<file path="src/rtl/hash_out_serializer.sv">
// Digest output serializer: captures a 64-byte BLAKE2b digest and streams the first nn bytes out LSB-byte first.
// Optional downstream flow control is enabled by defining HASH_OUT_READY_EN (adds the ready_i port).
module hash_out_serializer #(
    parameter int NN_MAX = 64,
    parameter int IDX_W  = 6
) (
    input  logic                  clk,
    input  logic                  nreset,
    input  logic                  hash_v_i,
    input  logic [8*NN_MAX-1:0]   hash_i,
    input  logic [7:0]            nn_i,
`ifdef HASH_OUT_READY_EN
    input  logic                  ready_i,
`endif
    output logic                  hash_v_o,
    output logic [7:0]            hash_o,
    output logic [IDX_W-1:0]      hash_idx_o,
    output logic                  hash_last_o,
    output logic                  busy_o,
    output logic                  overrun_o
);

    localparam logic [7:0] NN_MAX_B = 8'(NN_MAX);

    typedef enum logic [0:0] {
        ST_IDLE = 1'b0,
        ST_SEND = 1'b1
    } state_t;

    state_t                state_r;
    logic [8*NN_MAX-1:0]   shift_r;
    logic [7:0]            nn_q_r;
    logic [IDX_W-1:0]      idx_r;
    logic                  last_r;
    logic                  overrun_r;

    logic                  ready_s;
    logic                  accept_s;
    logic                  last_acc_s;
    logic                  capture_s;
    logic [7:0]            nn_eff_s;

    // Handshake decode and digest-length clamping for the next capture.
    always_comb begin
`ifdef HASH_OUT_READY_EN
        ready_s = ready_i;
`else
        ready_s = 1'b1;
`endif
        accept_s   = (state_r == ST_SEND) & ready_s;
        last_acc_s = accept_s & last_r;
        // A new digest may land in the same cycle the previous stream's last byte leaves.
        capture_s  = hash_v_i & ((state_r == ST_IDLE) | last_acc_s);
        if ((nn_i == 8'd0) || (nn_i > NN_MAX_B)) begin
            nn_eff_s = NN_MAX_B;
        end else begin
            nn_eff_s = nn_i;
        end
    end

    // Serializer FSM together with its datapath and registered status flags.
    always_ff @(posedge clk) begin
        if (!nreset) begin
            state_r   <= ST_IDLE;
            shift_r   <= '0;
            nn_q_r    <= 8'd0;
            idx_r     <= '0;
            last_r    <= 1'b0;
            overrun_r <= 1'b0;
        end else begin
            overrun_r <= hash_v_i & (state_r == ST_SEND) & ~last_acc_s;
            if (capture_s) begin
                state_r <= ST_SEND;
                shift_r <= hash_i;
                nn_q_r  <= nn_eff_s;
                idx_r   <= '0;
                last_r  <= (nn_eff_s == 8'd1);
            end else begin
                case (state_r)
                    ST_IDLE: begin
                        state_r <= ST_IDLE;
                    end
                    ST_SEND: begin
                        if (last_acc_s) begin
                            // Clear the datapath so idle outputs read as zero.
                            state_r <= ST_IDLE;
                            shift_r <= '0;
                            nn_q_r  <= 8'd0;
                            idx_r   <= '0;
                            last_r  <= 1'b0;
                        end else if (accept_s) begin
                            shift_r <= shift_r >> 8;
                            idx_r   <= idx_r + {{(IDX_W-1){1'b0}}, 1'b1};
                            last_r  <= ((8'(idx_r) + 8'd2) == nn_q_r);
                        end else begin
                            state_r <= ST_SEND;
                        end
                    end
                    default: begin
                        state_r <= ST_IDLE;
                        shift_r <= '0;
                        nn_q_r  <= 8'd0;
                        idx_r   <= '0;
                        last_r  <= 1'b0;
                    end
                endcase
            end
        end
    end

    assign hash_v_o    = (state_r == ST_SEND);
    assign busy_o      = (state_r == ST_SEND);
    assign hash_o      = shift_r[7:0];
    assign hash_idx_o  = idx_r;
    assign hash_last_o = last_r;
    assign overrun_o   = overrun_r;

endmodule
</file>
<file path="config.mk">
export PLATFORM = sky130hd
export DESIGN_NAME = hash_out_serializer
export DESIGN_NICKNAME = d
export VERILOG_FILES = /design/src/rtl/hash_out_serializer.sv
export SDC_FILE = /design/constraint.sdc
export NUM_CORES = 1
export LEC_CHECK = 0
export ABC_AREA = 1
export BUFFER_PORTS_ARGS = -buffer_cell sky130_fd_sc_hd__buf_2
export CAP_MARGIN = 25
export CORE_AREA = 2 2 213 215
export DETAILED_ROUTE_END_ITERATION = 16
export DIE_AREA = 0 0 215 217
export MAX_ROUTING_LAYER = met4
export PLACE_DENSITY = 0.74
export SYNTH_ARGS = -nofsm -noshare
export SYNTH_HDL_FRONTEND = slang
export SYNTH_SLANG_ARGS = --single-unit
</file>
<file path="constraint.sdc">
create_clock -name clk -period 1.7 [get_ports clk]
set_input_delay 0.34 -clock clk [delete_from_list [all_inputs] [get_ports clk]]
set_output_delay 0.34 -clock clk [all_outputs]
set_load 0.01 [all_outputs]
</file>
# == Word level (Yosys, flattened, before mapping) ==
# Index checks and enable logic that the tools add are counted.
# W data, S select, Z words.
# totals
wordCells,39
out_inout_bits,18
regBits,529
input_bits,523
# classes
n_lt_le_gt_ge,1
bitwise,8
n_reduce_logical,6
n_mux,14
add_sub_neg,2
n_eq_ne,2
# op_table
operator,count
$mux W512,2
$mux W504,1
$mux W8,4
$eq A7 B8 Y1,1
$eq A8 B1 Y1 const B,1
$gt A8 B7 Y1 const B,1
$logic_not A8 Y1,1
$add A6 B2 Y7 const B,1
$add A6 B1 Y6 const B,1
$mux W6,1
$mux W1,5
$and A1 B1 Y1,4
$reduce_bool A2 Y1,2
$not A1 Y1,3
$pmux W1 S2,1
$reduce_and A2 Y1,1
$reduce_or A2 Y1,1
$logic_or A1 B1 Y1,1
$or A1 B1 Y1,1

# == Longest topological paths before layout ==
# depth
word_depth,5
mapped_depth,11
mapped_depth_nobuf,11

# == Worst setup path before layout ==
# Ideal clock, no wire load.
# synth_timing
kind,reg2reg
start,"register state_r, in the netlist busy_o"
end,register shift_r[447]
required_ps,1566
synth_period_minus_slack_ps,1445
path_buffers,2
setup_time_ps,134
path_stages_with_launch,8
slack_ps,255
arrival_time_ps,1311
path_cell_list,dfxtp_1 > nor2_2 > inv_2 > buf_2 > clkbuf_1 > o21ai_0 > a21oi_1 > a211oi_1
# synth_via
elab_chain_cells,4
elab_cells_between_ends,8
cone_classes,mux: 3; bitwise: 4; reduce/logical: 1
# synth_lines
item,line_no,rtl
from (decl),30,state_t state_r;
from (signal assigned),64,state_r <= ST_IDLE;
from (signal assigned),73,state_r <= ST_SEND;
from (signal assigned),81,state_r <= ST_IDLE;
$and A1 B1 Y1 or $not A1 Y1 (tied branches),"51, 53",
$mux W504 or $or A1 B1 Y1 (tied branches),"84, 53",
$mux W512 or $and A1 B1 Y1 (tied branches),"79, 53",
$mux W512 or $reduce_bool A2 Y1 (tied branches),--,
to (signal assigned),74,shift_r <= hash_i;
to (signal assigned),92,shift_r <= shift_r >> 8;
to (decl),31,logic [8*NN_MAX-1:0] shift_r;
# Parallel ways exist; a longest one is shown, timed or not. The select of a mux whose other input is x is not followed.
# A chain may end at the register's enable or synchronous reset.

# == Worst setup path in the final report ==
# layout_timing
start,"register state_r, in the netlist busy_o"
end,register shift_r[259]
# Same word-level chain as after synthesis.

==> flow_summary.yaml <==
cts:
  clk_path_buf_depth: 3
  root_buffer: "clkbuf_16"
  cts_inserted_buffers: 55
  insertion_delay_ns: 0.60
  htree_levels: 2
  cts.sinks: 529
  clkTransAtPathRegs_ns: 0.06
  cts_tree: "yes"
worst_hold_path:
  min_path_type: "primary input to flop"
route:
  dr.first_iter.drc_count: 2841
  vias: 24600
  routed_via_density: 5.75
  drt-wirelength-per-cell_um: 18.0
  antenna_left: 0
  first_pass_iters: 6
  finalWirelength_mm: 77.1
  drcViolationCount: 0
finish:
  fin_nets: 4150
  fill_cells: 3507
  area_growth_pct: 36.2
  final_cells: 4287
  drive_gt1_share_pct: 20.3
timing:
  rsz0062_at_grt: "yes"
  setup_violations: 0
  whs_ns: 0.0146
  setup_ws_ns: 0.0310
  hold_viol: 0
  slew_headroom_pct: 63.2
  period_needed_ns: 1.67
  slew_viol_final: 0
  tightest_slew_ns: 0.552
  min_period_over_period_pct: 98.2
  tns_ns: 0
  fin_skew_ns: 0.0132
  max_freq_ghz: 0.599
yosys:
  synthDominantCellAreaShare_pct: 47.4
  synth_edf_count: 0
  synth.largest_area_cell: "dfxtp_1"
  synth_fp_nets: 3483
  netlist_area_um2: 22400
  synthArstFlopShare_pct: 0
  synth-seq-area-share_pct: 47.4
  synthCells: 2958
  netlist_top_cells_count: "nand2_1 (802), dfxtp_1 (529), o21ai_0 (506), a31oi_1 (385), clkbuf_1 (138)"
  syn_avg_cell_area_um2: 7.56
  synth_cell_types: 27
  synthTopCellsByArea: "dfxtp_1 (47%), nand2_1 (13%), o21ai_0 (11%)"
  ys_ff_latch: 529
  synthFlopType: "dfxtp_1"
  synth_most_common_cell: "nand2_1"
  ys_warn_count: 0
floorplan:
  rows: 78
  die_y_um: 217
  dieArea_um2: 46700
  io_pins: 541
  core_area_um2: 44700
  die_x_um: 215
  start_util_pct: 50.0
setup_path:
  worstPathRequired_ns: 2.20
  crit_type: "flop to flop"
  critPathLaunchType: "flop"
  cp.arrival_ns: 2.17
  end_kind: "flop"
  cp_max_fo: 28
grt:
  grt_util_met2_pct: 48.7
  antenna_found_initial: 14
  grt-busiest-layer: "met2"
  grt_start_max_net_pins: 130
  grt_overflow: 0
  grtUsageMet1_pct: 39.3
  use_met3_pct: 6.96
  grt_first_pass_wirelength_mm: 118
  grt_pass1_vias: 23000
  grt_usage_pct: 31.8
placed_design:
  post-place-ws_ns: -0.0114
  numPortBuffers: 540
  place_inst: 3897
  hpwlAfterDp_mm: 47.5
  gp_congestion: 0.919
status:
  status: "completed"
run:
  maxCapViolations: 0
power_and_ir_drop:
  ir_worst_vdd_mv: 0.795
  powerDensity_nw_per_um2: 1040
  leakage_nw: 12.1
  finalPower_mw: 31.6
-- per-stage QoR --
stage | util, % | area [um2]
2_1_floorplan | - | 22400
3_3_place_gp | 57.3 | 25600
3_5_place_dp | 57.3 | 25600
4_1_cts | 67.4 | 30100
5_1_grt | 68.1 | 30400
6_report | 68.1 | 30400
-- final cells by class --
cell class | instances | area (um2) | area share (%)
tap | 600 | 751 | 2.47
inverter | 141 | 546 | 1.79
timing repair buffer | 899 | 6720 | 22.1
multi-input combinational | 1999 | 9870 | 32.4
sequential | 529 | 10600 | 34.8
antenna | 18 | 45.0 | 0.148
clock inverter | 27 | 344 | 1.13
clock buffer | 74 | 1580 | 5.19
-- path summary, 6_finish.rpt --
path | startpoint | to | slack (ns) | depth (start not counted)
worst max-delay path | busy_o | shift_r[259] | 0.03 | 7
worst min-delay path | hash_i[18] | shift_r[18] | 0.01 | 3
worst min register to register | nn_q_r[7] | nn_q_r[7] | 0.44 | 2
worst max register to register | busy_o | shift_r[259] | 0.03 | 7
-- sequential cells by signal, summed over array words and instances, names as in the netlist --
name         count
busy_o           1
hash_idx_o       6
hash_last_o      1
nn_q_r           8
overrun_o        1
shift_r        512
-- routing by layer --
metal	vias to the layer above	share of wire, %
li1	11700	-
met1	11300	41
met2	1376	45
met3	295	8.9
met4	0	5.2
met5	-	0
-- repair_timing --
item,in CTS,in global routing
hold endpoints to repair,257,0
hold buffers,257,0
gates resized for setup,2,18
buffers inserted,0,9
pin swaps,0,4
endpoints found under the setup margin,4,257
gates cloned,0,5
-- cell families after synthesis --
| kind of cell | count (synthesis) | share of synthesized area (%) |
|---|---|---|
| adders and majority gates | 2 | 0.112 |
| buffers and inverters | 430 | 8.54 |
| DFF | 529 | 47.4 |
| and+or+nand+nor | 852 | 14.5 |
| AOI/OAI and AO/OA | 1143 | 29.4 |
| xor gates and xnor gates | 2 | 0.0784 |
-- worst max-delay path, stage by stage (launching register included) --
cell and delay (ns):
dfxtp_1 0.40, buf_4 0.18, nor2_4 0.06, inv_8 0.15, buf_12 0.23, clkbuf_16 0.23, o21ai_0 0.09, a31oi_1 0.20
-- power breakdown --
part | internal, mW | switching [mW]
clock network | 7.71 | 5.11
logic | 2.15 | 2.74
registers | 13.4 | 0.466
total | 23.3 | 8.32
-- cell usage in the layout (no fill, tap or decap), types with 3 or more instances in the layout --
cell type | synthesis | routed
nand2_1 | 802 | 802
buf_2 | 101 | 539
dfxtp_1 | 529 | 528
o21ai_0 | 506 | 505
a31oi_1 | 385 | 385
dlygate4sd3_1 | 0 | 257
inv_1 | 137 | 136
a21oi_1 | 117 | 117
a211oi_1 | 111 | 111
clkbuf_16 | 0 | 63
buf_4 | 45 | 49
buf_12 | 0 | 34
nor2_1 | 24 | 24
diode_2 | 0 | 18
clkinv_2 | 0 | 17
nand3_1 | 15 | 15
clkbuf_8 | 0 | 9
a221oi_1 | 9 | 8
a32o_1 | 8 | 8
bufinv_16 | 0 | 8
clkbuf_1 | 138 | 8
buf_6 | 0 | 7
buf_16 | 0 | 5
nor3_1 | 4 | 4
o22ai_1 | 4 | 4
nor2_4 | 2 | 3
o21ai_1 | 2 | 3
nand4_1 | 3 | 3
(Power assumes the default switching activity.)
